**config.mk**
```make
export PLATFORM = sky130hd
export DESIGN_NAME = parity_frame_tx
export DESIGN_NICKNAME = d
export VERILOG_FILES = /design/src/rtl/parity_frame_tx.sv
export SDC_FILE = /design/constraint.sdc
export NUM_CORES = 1
export LEC_CHECK = 0
export CAP_MARGIN = 0
export CELL_PAD_IN_SITES_DETAIL_PLACEMENT = 0
export CELL_PAD_IN_SITES_GLOBAL_PLACEMENT = 1
export CORE_MARGIN = 1.5
export CORE_UTILIZATION = 40
export CTS_BUF_LIST = sky130_fd_sc_hd__clkbuf_16
export DETAILED_ROUTE_END_ITERATION = 12
export HOLD_SLACK_MARGIN = 0.05
export PLACE_DENSITY_LB_ADDON = 0.1
export SKIP_CTS_REPAIR_TIMING = 1
export SYNTH_ARGS = -nofsm -noshare
export SYNTH_HDL_FRONTEND = slang
export SYNTH_SLANG_ARGS = --single-unit
```
**constraint.sdc**
```tcl
create_clock -name clk -period 2.1 [get_ports clk]
set_input_delay 0.315 -clock clk [delete_from_list [all_inputs] [get_ports clk]]
set_output_delay 0.315 -clock clk [all_outputs]
set_load 0.03 [all_outputs]
```
**src/rtl/parity_frame_tx.sv**
```systemverilog
// Serializing parity-frame transmitter: start bit, DATA_W data bits LSB first,
// even/odd parity bit and stop bit on a single idle-high line.
module parity_frame_tx #(
  parameter int unsigned DATA_W       = 9,
  parameter int unsigned CLKS_PER_BIT = 4
) (
  input  logic              clk,
  input  logic              rst,
  input  logic [DATA_W-1:0] in_data,
  input  logic              in_odd,
  input  logic              in_valid,
  output logic              in_ready,
  output logic              tx_out,
  output logic              busy,
  output logic              done
);

  localparam int unsigned TICK_W = (CLKS_PER_BIT > 1) ? $clog2(CLKS_PER_BIT) : 1;
  localparam int unsigned BIT_W  = (DATA_W > 1) ? $clog2(DATA_W) : 1;
  localparam logic [TICK_W-1:0] TICK_LAST = TICK_W'(CLKS_PER_BIT - 1);
  localparam logic [BIT_W-1:0]  BIT_LAST  = BIT_W'(DATA_W - 1);

  typedef enum logic [2:0] {
    S_IDLE,
    S_START,
    S_DATA,
    S_PARITY,
    S_STOP
  } state_t;

  state_t              state, state_d;
  logic [TICK_W-1:0]   tick, tick_d;
  logic [BIT_W-1:0]    bitc, bitc_d;
  logic [DATA_W-1:0]   shreg, shreg_d;
  logic                par, par_d;
  logic                tx_d, ready_d, busy_d, done_d;
  logic                accept_c, period_end_c;

  assign accept_c     = in_valid & in_ready;
  assign period_end_c = (tick == TICK_LAST);

  // State and registered outputs
  always_ff @(posedge clk) begin
    if (rst) begin
      state    <= S_IDLE;
      tick     <= '0;
      bitc     <= '0;
      shreg    <= '0;
      par      <= 1'b0;
      tx_out   <= 1'b1;
      in_ready <= 1'b1;
      busy     <= 1'b0;
      done     <= 1'b0;
    end else begin
      state    <= state_d;
      tick     <= tick_d;
      bitc     <= bitc_d;
      shreg    <= shreg_d;
      par      <= par_d;
      tx_out   <= tx_d;
      in_ready <= ready_d;
      busy     <= busy_d;
      done     <= done_d;
    end
  end

  // Next-state logic: each state lasts one bit period, DATA lasts DATA_W of them
  always_comb begin
    state_d = state;
    case (state)
      S_IDLE:   if (accept_c)                            state_d = S_START;
      S_START:  if (period_end_c)                        state_d = S_DATA;
      S_DATA:   if (period_end_c && (bitc == BIT_LAST))  state_d = S_PARITY;
      S_PARITY: if (period_end_c)                        state_d = S_STOP;
      S_STOP:   if (period_end_c)                        state_d = S_IDLE;
      default:                                           state_d = S_IDLE;
    endcase
  end

  // Datapath and output next values, derived from the upcoming state
  always_comb begin
    tick_d  = '0;
    bitc_d  = bitc;
    shreg_d = shreg;
    par_d   = par;
    tx_d    = 1'b1;

    if (state_d != state) begin
      bitc_d = '0;
    end else if (state != S_IDLE) begin
      tick_d = period_end_c ? '0 : tick + TICK_W'(1);
      if ((state == S_DATA) && period_end_c) begin
        bitc_d = bitc + BIT_W'(1);
      end
    end

    if ((state == S_DATA) && period_end_c) begin
      shreg_d = shreg >> 1;
    end

    if (accept_c) begin
      shreg_d = in_data;
      par_d   = in_odd ? ~^in_data : ^in_data;
    end

    case (state_d)
      S_START:  tx_d = 1'b0;
      S_DATA:   tx_d = shreg_d[0];
      S_PARITY: tx_d = par_d;
      default:  tx_d = 1'b1;
    endcase

    ready_d = (state_d == S_IDLE);
    busy_d  = (state_d != S_IDLE);
    done_d  = (state == S_STOP) && period_end_c;
  end

endmodule

```
==> results.txt <==
Cell count after placement: 168
CTS Buf Count: 3
Worst slew pin tran: 0.381 ns
CP endpoint kind: register
FF+latch count, synth: 23
Avg Vias per Cell: 5.08
Grt met2 use: 0.244
Sink Count: 23
GR Layer Usage met3: 0.0323
Peak VDD IR: 0.000534 V
Data required, critical path: 2.24 ns
Proportion of layout cells with a drive suffix above 1: 0.0922
M1 GR Usage: 0.186
DRC Markers: 0
Antenna viol nets, final: 0
Worst setup SP type: register
# rows: 19
Final Hold Fails: 0
# port buffers: 16
Clk Latency, worst-skew pair: 0.26 ns
DIE HEIGHT: 56.7 um
Status: finished clean
Syn Area/Cell: 9.15 sq um
Post-synthesis sequential area ratio: 0.400
Netlist cell types: 31
Post-DP HPWL: 1540 um
Setup TNS: 0 ns
GRT Overall Usage: 0.145
WL final: 2070 um
DR pass1 iterations: 4
CTS Buffer Depth: 2
H-tree Lvls: 1
Critical Path AT: 1.88 ns
Initial core utilization: 0.422
DR vias: 873
Syn_nets: 142
Initial DRC Count: 16
Area Growth Syn to Fin: 21.3%
Max-cap violations: 0
Root Driver: clkbuf_16
DIE AREA: 3210 sq um
Ports: 17
Core Region: 2730 sq um
Initial antenna violation count: 0
CTS tree: done
Final Skew: 0.00393 ns
Min-delay worst type: reg2reg
Synthesized area: 1150 sq um
Grt total ovfl: 0
PwrDens: 758 nW/um^2
Max Slew Vio Count: 0
Period utilization: 0.830
Vias in the first global route: 832
Routability cong.: 0.727
First-pass GRT wire length: 3680 um
Ant diodes: 0
Final Non-Filler Cells: 172
Relative slew margins: 0.746
Die W: 56.7 um
Largest net degree at the start of global routing: 17
Crit path time final: 1.74 ns
Synth warn: 0
Fmax: 0.574 GHz
Crit-path max FO: 9
Syn Inst Count: 126
Setup repair after global routing missed its margin: no
Gr busiest metal: met2
Clock slew at reported path FFs: 0.06 ns
Filler cell count: 262
# setup viols final: 0
Critical path class: reg2reg
Nets: 158
Leakage: 0.507 nW
Wire per inst: 12.1 um
-- sequential cells by signal, indices dropped and copies added, names as in the netlist, 2 cells and up --
signal	flops
bitc	4
state	3
tick	2
shreg	9
-- logic make-up (layout without fill, tap and decap cells) --
logic type,Yosys count,after routing,share of synthesized area
xor gates and xnor gates,11,11,0.0956
buffers and inverters,14,29,0.0717
AOI/OAI and AO/OA,24,24,0.148
DFF,23,23,0.400
and+or+nand+nor,43,43,0.184
adders and majority gates,3,3,0.0326
muxes,8,8,0.0695
-- report_power, final --
group | leakage [nW] | internal [mW] | switching [mW] | total [mW]
Clock | 0.0409 | 0.256 | 0.153 | 0.409
Combinational | 0.277 | 0.0874 | 0.0828 | 0.170
Sequential | 0.189 | 0.463 | 0.0163 | 0.479
-- critical path, cell delays in order (launching register included) --
cell and delay, ns:
dfxtp_1 0.35, ha_1 0.17, and4bb_1 0.44, mux2i_1 0.31, o211ai_1 0.11, a21oi_1 0.15, o31ai_1 0.08
-- final timing paths --
path / endpoint / depth (start not counted) / slack, ns / from
setup / recovery: tx_out / 6 / 0.36 / tick[0]
hold / removal: tick[0] / 1 / 0.45 / tick[0]
setup reg to reg: tx_out / 6 / 0.36 / tick[0]
hold reg to reg: tick[0] / 1 / 0.45 / tick[0]
-- final cells by class --
cell class                 count  area, sq um  share of cell area
multi-input combinational     89          609               0.436
sequential                    23          460               0.329
timing repair buffer          20          190               0.136
clock buffer                   3         75.1              0.0537
tap                           31         38.8              0.0278
inverter                       5         18.8              0.0134
clock inverter                 1         5.00             0.00358
-- synth_stat cells --
cell	instances	area share
a21bo_2	1	0.0087
and4bb_1	1	0.011
o21ai_2	1	0.0076
o21ai_0	1	0.0043
nand2_1	7	0.023
xnor2_1	8	0.061
nand3b_1	1	0.0065
o31ai_1	1	0.0065
xor2_1	2	0.015
nor4_2	1	0.011
buf_6	3	0.029
a211oi_1	8	0.052
a221oi_2	1	0.013
o211ai_1	1	0.0065
nor3_1	4	0.017
a22o_1	1	0.0076
nor4b_2	1	0.013
dfxtp_1	23	0.40
and2_1	1	0.0054
nand4_1	2	0.011
nor2_1	23	0.075
a21oi_1	8	0.035
inv_1	5	0.016
xnor3_1	1	0.020
nor2b_1	1	0.0054
a22oi_1	1	0.0065
clkbuf_1	4	0.013
ha_1	3	0.033
buf_4	2	0.013
mux2i_1	8	0.069
and3_1	1	0.0054
-- placed cells by master, fill, tap and decap left out, types with 2 or more instances in the layout --
| master | n |
|---|---|
| nand4_1 | 2 |
| nor3_1 | 4 |
| clkbuf_16 | 3 |
| inv_1 | 5 |
| xnor2_1 | 8 |
| a21oi_1 | 8 |
| mux2i_1 | 8 |
| nand2_1 | 7 |
| xor2_1 | 2 |
| ha_1 | 3 |
| nor2_1 | 23 |
| dfxtp_1 | 23 |
| buf_4 | 4 |
| clkdlybuf4s50_1 | 16 |
| a211oi_1 | 8 |
-- layer usage --
| metal | vias to the layer above | part of all wire |
|---|---|---|
| met4 | 0 | 0.0087 |
| met3 | 2 | 0.041 |
| met5 | - | 0 |
| li1 | 463 | - |
| met2 | 14 | 0.45 |
| met1 | 394 | 0.50 |
-- per-stage QoR --
| step | power (mW) | setup WS [ns] | cell area, sq um | hold slack [ns] | util |
|---|---|---|---|---|---|
| after CTS | 1.07 | 0.336 | 1400 | 0.456 | 0.511 |
| after global placement | 0.659 | 0.202 | 1320 | 0.435 | 0.482 |
| after detailed placement | 0.661 | 0.188 | 1320 | 0.447 | 0.482 |
| final | 1.06 | 0.358 | 1400 | 0.451 | 0.511 |
| after global routing | 1.10 | 0.188 | 1400 | 0.476 | 0.511 |
| after floorplan | 0.603 | 0.493 | 1150 | 0.422 | - |
Note: power is estimated with default switching activity, not from simulation.
